<file path="src/rtl/commit_trace_pkg.sv">
// commit_trace_pkg: shared commit-trace record types and widths.
// Fields of commit_trace_t mirror the cosim commit-info record.
// Optional feature macro: COMMIT_TRACE_XCPT_EN adds exception fields to FIFO storage.
package commit_trace_pkg;
    localparam int COMMIT_LANES = 2;
    localparam int XLEN         = 64;
    localparam int INS_W        = 32;
    localparam int REG_W        = 5;

    typedef struct packed {
        logic [XLEN-1:0]  hart_id;
        logic [XLEN-1:0]  pc;
        logic [INS_W-1:0] ins;
        logic [REG_W-1:0] dst;
        logic             wr_valid;
        logic [XLEN-1:0]  data;
        logic             xcpt;
        logic [XLEN-1:0]  xcpt_cause;
    } commit_trace_t;

    // Stored FIFO payload; hart_id is a constant and never stored.
    typedef struct packed {
        logic [XLEN-1:0]  pc;
        logic [INS_W-1:0] ins;
        logic [REG_W-1:0] dst;
        logic             wr_valid;
        logic [XLEN-1:0]  data;
`ifdef COMMIT_TRACE_XCPT_EN
        logic             xcpt;
        logic [XLEN-1:0]  xcpt_cause;
`endif
    } trace_entry_t;
endpackage

</file>
<file path="src/rtl/commit_trace_mwfifo.sv">
// commit_trace_mwfifo: FIFO with two write ports (port 1 lands after port 0) and one read port.
// Ports: clk, rst_n (async active-low); i_we0/i_wd0, i_we1/i_wd1 write ports (i_we1 only with i_we0);
//        i_re dequeue strobe; o_rd head entry (registered storage); o_count occupancy.
module commit_trace_mwfifo
    import commit_trace_pkg::*;
#(
    parameter int DEPTH = 8
) (
    input  logic                     clk,
    input  logic                     rst_n,
    input  logic                     i_we0,
    input  logic                     i_we1,
    input  trace_entry_t             i_wd0,
    input  trace_entry_t             i_wd1,
    input  logic                     i_re,
    output trace_entry_t             o_rd,
    output logic [$clog2(DEPTH):0]   o_count
);
    localparam int AW = $clog2(DEPTH);
    localparam int CW = AW + 1;

    trace_entry_t   r_mem [DEPTH];
    logic [AW-1:0]  r_wptr;
    logic [AW-1:0]  r_rptr;
    logic [CW-1:0]  r_count;
    logic [AW-1:0]  w_wptr1;

    // Natural AW-bit wrap places a lane-1 write at index 0 when r_wptr is DEPTH-1.
    assign w_wptr1 = r_wptr + AW'(1);
    assign o_rd    = r_mem[r_rptr];
    assign o_count = r_count;

    always_ff @(posedge clk or negedge rst_n) begin
        if (!rst_n) begin
            r_wptr  <= '0;
            r_rptr  <= '0;
            r_count <= '0;
        end else begin
            r_wptr  <= r_wptr + AW'(i_we0) + AW'(i_we1);
            r_rptr  <= r_rptr + AW'(i_re);
            r_count <= r_count + CW'(i_we0) + CW'(i_we1) - CW'(i_re);
        end
    end

    always_ff @(posedge clk) begin
        if (i_we0) r_mem[r_wptr]  <= i_wd0;
        if (i_we1) r_mem[w_wptr1] <= i_wd1;
    end
endmodule

</file>
<file path="src/rtl/commit_trace_buffer.sv">
// commit_trace_buffer: non-stalling commit trace FIFO between a 2-wide core and a cosim checker.
// Ports: clk, rst_n (async active-low); commit_*_i per-lane retire info (lane 0 older);
//        trace_valid_o/trace_ready_i/trace_o head handshake; trace_seq_o head index since reset;
//        count_o occupancy; overflow_o sticky drop flag.
// Macro: COMMIT_TRACE_XCPT_EN stores and presents xcpt/xcpt_cause; otherwise those fields read 0.
module commit_trace_buffer
    import commit_trace_pkg::*;
#(
    parameter int DEPTH   = 8,
    parameter int HART_ID = 0
) (
    input  logic                                    clk,
    input  logic                                    rst_n,
    input  logic [COMMIT_LANES-1:0]                 commit_valid_i,
    input  logic [COMMIT_LANES-1:0][XLEN-1:0]       commit_pc_i,
    input  logic [COMMIT_LANES-1:0][INS_W-1:0]      commit_ins_i,
    input  logic [COMMIT_LANES-1:0][REG_W-1:0]      commit_dst_i,
    input  logic [COMMIT_LANES-1:0]                 commit_wr_valid_i,
    input  logic [COMMIT_LANES-1:0][XLEN-1:0]       commit_data_i,
    input  logic [COMMIT_LANES-1:0]                 commit_xcpt_i,
    input  logic [COMMIT_LANES-1:0][XLEN-1:0]       commit_xcpt_cause_i,
    output logic                                    trace_valid_o,
    input  logic                                    trace_ready_i,
    output commit_trace_t                           trace_o,
    output logic [63:0]                             trace_seq_o,
    output logic [$clog2(DEPTH):0]                  count_o,
    output logic                                    overflow_o
);
    localparam int CW = $clog2(DEPTH) + 1;

    trace_entry_t   w_lane [COMMIT_LANES];
    trace_entry_t   w_wd0;
    trace_entry_t   w_rd;
    logic [CW-1:0]  w_count;
    logic [CW-1:0]  w_free;
    logic [1:0]     w_nv;
    logic           w_we0;
    logic           w_we1;
    logic           w_deq;
    logic           w_drop;
    logic [63:0]    r_seq;
    logic           r_overflow;

    always_comb begin
        for (int l = 0; l < COMMIT_LANES; l++) begin
            w_lane[l]          = '0;
            w_lane[l].pc       = commit_pc_i[l];
            w_lane[l].ins      = commit_ins_i[l];
            w_lane[l].dst      = commit_dst_i[l];
            w_lane[l].wr_valid = commit_wr_valid_i[l];
            w_lane[l].data     = commit_data_i[l];
`ifdef COMMIT_TRACE_XCPT_EN
            w_lane[l].xcpt       = commit_xcpt_i[l];
            w_lane[l].xcpt_cause = commit_xcpt_cause_i[l];
`endif
        end
    end

`ifndef COMMIT_TRACE_XCPT_EN
    logic w_xcpt_unused;
    assign w_xcpt_unused = ^{commit_xcpt_i, commit_xcpt_cause_i};
`endif

    // Free space uses start-of-cycle occupancy, so a same-cycle dequeue never makes room.
    assign w_nv   = {1'b0, commit_valid_i[0]} + {1'b0, commit_valid_i[1]};
    assign w_free = CW'(DEPTH) - w_count;
    assign w_we0  = (w_nv != 2'd0) && (w_free != '0);
    assign w_we1  = (w_nv == 2'd2) && (w_free >= CW'(2));
    assign w_drop = CW'(w_nv) > w_free;
    // A lone lane-1 commit is compacted onto write port 0.
    assign w_wd0  = commit_valid_i[0] ? w_lane[0] : w_lane[1];

    assign trace_valid_o = w_count != '0;
    assign w_deq         = trace_valid_o && trace_ready_i;
    assign count_o       = w_count;
    assign trace_seq_o   = r_seq;
    assign overflow_o    = r_overflow;

    commit_trace_mwfifo #(.DEPTH(DEPTH)) u_fifo (
        .clk     (clk),
        .rst_n   (rst_n),
        .i_we0   (w_we0),
        .i_we1   (w_we1),
        .i_wd0   (w_wd0),
        .i_wd1   (w_lane[1]),
        .i_re    (w_deq),
        .o_rd    (w_rd),
        .o_count (w_count)
    );

    always_comb begin
        trace_o          = '0;
        trace_o.hart_id  = XLEN'(HART_ID);
        trace_o.pc       = w_rd.pc;
        trace_o.ins      = w_rd.ins;
        trace_o.dst      = w_rd.dst;
        trace_o.wr_valid = w_rd.wr_valid;
        trace_o.data     = w_rd.data;
`ifdef COMMIT_TRACE_XCPT_EN
        trace_o.xcpt       = w_rd.xcpt;
        trace_o.xcpt_cause = w_rd.xcpt_cause;
`endif
    end

    always_ff @(posedge clk or negedge rst_n) begin
        if (!rst_n) begin
            r_seq      <= '0;
            r_overflow <= 1'b0;
        end else begin
            r_seq      <= r_seq + 64'(w_deq);
            r_overflow <= r_overflow | w_drop;
        end
    end
endmodule

</file>
<file path="config.mk">
export PLATFORM = sky130hd
export DESIGN_NAME = commit_trace_buffer
export DESIGN_NICKNAME = d
export VERILOG_FILES = /design/src/rtl/commit_trace_pkg.sv /design/src/rtl/commit_trace_mwfifo.sv /design/src/rtl/commit_trace_buffer.sv
export SDC_FILE = /design/constraint.sdc
export NUM_CORES = 2
export LEC_CHECK = 0
export ABC_AREA = 1
export BUFFER_PORTS_ARGS = -buffer_cell sky130_fd_sc_hd__buf_2
export CELL_PAD_IN_SITES_DETAIL_PLACEMENT = 1
export CELL_PAD_IN_SITES_GLOBAL_PLACEMENT = 1
export CORE_MARGIN = 2
export CORE_UTILIZATION = 49
export CTS_CLUSTER_DIAMETER = 120
export DETAILED_ROUTE_END_ITERATION = 6
export PLACE_DENSITY_LB_ADDON = 0.1
export REMOVE_ABC_BUFFERS = 1
export SLEW_MARGIN = 25
export SYNTH_ARGS = -nofsm -noshare
export SYNTH_HDL_FRONTEND = slang
export SYNTH_SLANG_ARGS = --single-unit
</file>
<file path="constraint.sdc">
create_clock -name clk -period 20.3 [get_ports clk]
set_input_delay 2.03 -clock clk [delete_from_list [all_inputs] [get_ports clk]]
set_output_delay 2.03 -clock clk [all_outputs]
set_load 0.1 [all_outputs]
</file>
==> results.tsv <==
stage	metric	value	unit
run_status	status	finished, final reports clean	
clocking	cts.repair.resized	0	
timing	rsz0062_at_grt	false	
logic_synthesis	post_synth_and_or_nand_nor_area_fraction	32.6	%
worst_setup_path	timing.critical_path.fanout_max	92	
pwr	p_leak	37.3	nW
timing	finalSetupTns	0	ns
pwr	cell_internal_pwr	7.34	mW
logic_synthesis	post-synth-top-count-cell	nand2_1	
placed_design	gp_congestion	0.859	
worst_setup_path	critical_path.startpoint_type	flop	
logic_synthesis	synth_enable_flop_cells	1328	
pwr	netSwitchingPower	9.08	mW
logic_synthesis	synth_top_family_by_area	simple AND/OR/NAND/NOR gates	
worst_setup_path	cp_slowest_cell	dfrtp_4	
hold_path	worstHoldStart	overflow_o	
logic_synthesis	synthCells	9772	
timing	timing.final.hold_violations	0	
final_layout	nNetsFinal	10100	
global_route	grtUsageMet1	48.7	%
logic_synthesis	synth.lib_cells_used.distinct	34	
global_route	grtUsageMet3	7.01	%
pwr	pwr-share-seq	27.8	%
detailed_routing	final_antenna_net_count	0	
worst_setup_path	worst_ep_arrival_time	5.89	ns
logic_synthesis	yosysSeqAreaShare	51.8	%
worst_setup_path	critical_path_class	flop to output port	
global_route	grt_antenna_before_repair	62	
worst_setup_path	end_kind	output port	
hold_path	worst_hold_path.endpoint	overflow_o	
clocking	h-tree-depth	4	
pwr	power.share.combinational	55.0	%
clocking	cts_root_buffer	clkbuf_16	
timing	slew-limit-headroom	19.7	%
detailed_routing	wl_per_cell	27.4	um
hold_path	hold_depth	1	
clocking	hold_buf_count_cts	0	
placed_design	dp.cells	11600	
worst_setup_path	worstReg2RegStart	u_fifo.r_wptr[0]	
timing	post-route-worst-setup-slack	12.38	ns
final_layout	final_layout_size_suffix_gt1_share	9.72	%
worst_setup_path	setup.reg_to_reg.worst_slack	14.43	ns
timing	period_minus_slack	7.92	ns
logic_synthesis	post_synth_top_area_cell	edfxtp_1	
logic_synthesis	postSynthRegisterBits	1403	
clocking	clk-insertion-delay-late	0.80	ns
logic_synthesis	synthArstFlopShare	5.35	%
global_route	grt_use_total	37.8	%
placed_design	dp_hpwl	171000	um
worst_setup_path	cpLargestDelayFamily	buffers and inverters	
detailed_routing	route.final.wire_length	327000	um
final_layout	area_occupied_by_multi_input_gates	0.0337	sq mm
worst_setup_path	critical_path.reg2reg.endpoint	u_fifo.r_mem[3][23]	
detailed_routing	remaining_drc_errors	0	
die	placement_rows	148	
pwr	power.density_cell_area	187	mW/mm^2
timing	timing.final.setup_violations	0	
logic_synthesis	synthFlopType	edfxtp_1	
worst_setup_path	cp_cell_sequence	buf_4, buf_4, buf_4, o21ai_0, o22ai_1, nand2_1, nand2_1, buf_2	
logic_synthesis	synth.yosys.warnings	0	
pwr	ir_drop	0.210	mV
clocking	clock_buffers_created_by_tritoncts	161	
logic_synthesis	netlist_top_cells_area	edfxtp_1 (49%), nand2_1 (18%), nand4_1 (10%)	
detailed_routing	detailroute.via_count	76600	
final_layout	finalCoreUtilization	53.7	%
clocking	cts.repair_timing.setup_buffer_count	0	
logic_synthesis	post-synth-top-area-fraction	49.4	%
worst_setup_path	worst_ep_required_time	18.27	ns
logic_synthesis	post_synth_fa_ha_maj_area_fraction	0.354	%
timing	maxSlewViolCount	0	
die	floorplan.core_area	0.163	sq mm
flow_run	max_cap_violations	0	
detailed_routing	first_iter_violations	8645	
global_route	first_pass_grt_wire_length	482000	um
hold_path	hold_crit_class	flop to flop	
final_layout	ff_latch_area	0.0418	sq mm
logic_synthesis	postSynthAreaPerCell	8.25	sq um
logic_synthesis	netlist_area	0.0806	sq mm
logic_synthesis	fraction_of_the_mapped_netlist_area_in_compound_gates	5.61	%
die	die_height	410	um
timing	max_freq	0.126	GHz
final_layout	final_cell_count_no_fill	11900	
detailed_routing	drt_first_pass_iters	6	
die	initial_utilization	49.4	%
placed_design	numPortBuffers	572	
final_layout	num-fill-cells	19400	
pwr	sw_frac_of_total	55.3	%
clocking	tritoncts	yes	
timing	worstMarginPinSlew	1.20	ns
die	dieWidth	410	um
pwr	clock_power_share	17.2	%
worst_setup_path	worst_path_largest_cell_delay	1.05	ns
global_route	grt_start_max_net_pins	233	
global_route	global_route.usage.met2	61.2	%
clocking	clk_path_buf_depth	3	
timing	timing.final.crit_share	39.0	%
logic_synthesis	muxShareOfSynthArea	2.06	%
global_route	grt_pass1_vias	77400	
global_route	overflow	0	
die	io_pins	832	
worst_setup_path	worst_r2r_path_depth	10	
timing	timing.clock.skew	0.0206	ns
detailed_routing	vias_per_cell	6.41	
logic_synthesis	post_synth_xor_xnor_area	0.391	%
die	die_area	0.168	sq mm
global_route	most_heavily_used_metal_layer_in_global_routing	met2	
final_layout	area.growth.synth_to_final	8.62	%
placed_design	dp_slack	12.96	ns
worst_setup_path	critical-path-top-cell-by-count	buf_4	
worst_setup_path	critical_path.n_buffers_inverters	4	
clocking	clkSlewWorstSetupHoldPaths	0.06	ns
logic_synthesis	synth_common_cells	nand2_1 (3,869), nand4_1 (1,339), edfxtp_1 (1,328)	
clocking	clock_sink_count	1403	
## worst reg2reg max path, cell delays in order (launching register included)
cell     delay (ns)
dfrtp_1        0.60
ha_1           0.33
or2_4          0.25
nand2_2        0.08
nand2_2        0.10
nor2_4         0.12
buf_12         0.67
nand3_4        0.90
o21ai_4        0.58
buf_4          0.76
buf_4          1.05
## power by group through the flow
stage / Clock, mW / Combinational, mW / Sequential [mW]
after global routing: 2.92 / 9.40 / 4.62
after CTS: 2.82 / 8.86 / 4.56
after floorplan: 0 / 6.24 / 5.33
after detailed placement: 0 / 8.83 / 4.61
final: 2.82 / 9.03 / 4.57
after global placement: 0 / 8.64 / 4.57
## area by class of cell
| class | count | share of cell area (%) |
|---|---|---|
| antenna | 31 | 0.0885 |
| inverter | 61 | 0.287 |
| multi-input combinational | 7277 | 38.5 |
| timing repair buffer | 702 | 4.73 |
| clock inverter | 75 | 0.701 |
| sequential | 1403 | 47.7 |
| clock buffer | 213 | 4.89 |
| tap | 2175 | 3.11 |
## kinds of logic after synthesis
| family | count (synthesis) |
|---|---|
| xor+xnor | 36 |
| flops | 1403 |
| simple gates | 6063 |
| other cells | 1 |
| fa+ha+maj | 21 |
| buf+inv | 1220 |
| compound gates | 862 |
| mux | 166 |
## worst max-delay path by stage
stage,depth (start not counted),start,slack [ns],to
final,8,u_fifo.r_rptr[1],12.38,trace_o[185]
after global routing,8,u_fifo.r_rptr[1],12.17,trace_o[70]
after CTS,8,u_fifo.r_rptr[1],12.53,trace_o[70]
after detailed placement,7,commit_valid_i[0],12.96,u_fifo.r_mem[2][147]
after global placement,7,commit_valid_i[0],13.03,u_fifo.r_mem[2][147]
after floorplan,3,commit_valid_i[0],-25.02,u_fifo.r_mem[4][0]
## cell usage in the layout (no fill, tap or decap), drive strengths merged, types with 54 or more instances in the layout
cell type / synthesis / layout
nor2: 812 / 812
o21ai: 693 / 693
mux2i: 166 / 166
inv: 60 / 72
o22ai: 166 / 166
nand4: 1340 / 1340
clkbuf: 499 / 213
buf: 660 / 702
nand2: 3872 / 3872
dfrtp: 75 / 75
clkinv: 1 / 54
conb: 1 / 129
edfxtp: 1328 / 1328
## flip-flops by register name, indices dropped and copies added (netlist names)
signal / flops
u_fifo.r_wptr: 3
u_fifo.r_mem: 1328
u_fifo.r_rptr: 3
overflow_o: 1
u_fifo.o_count: 4
trace_seq_o: 64
## layer usage
layer / vias to the layer above / wire length [um]
met2: 4092 / 155000
met5: - / 319
met1: 38400 / 125000
met4: 52 / 14300
li1: 33300 / -
met3: 810 / 32000
## per-stage QoR
step	hold WS (ns)	cell area (sq um)	total power [mW]
after floorplan	0.554	75500	11.6
after global placement	0.466	82500	13.2
after detailed placement	0.471	82500	13.4
after CTS	0.486	87500	16.2
after global routing	0.523	87600	16.9
final	0.483	87600	16.4
No activity file was read; power rests on OpenSTA's default activity.
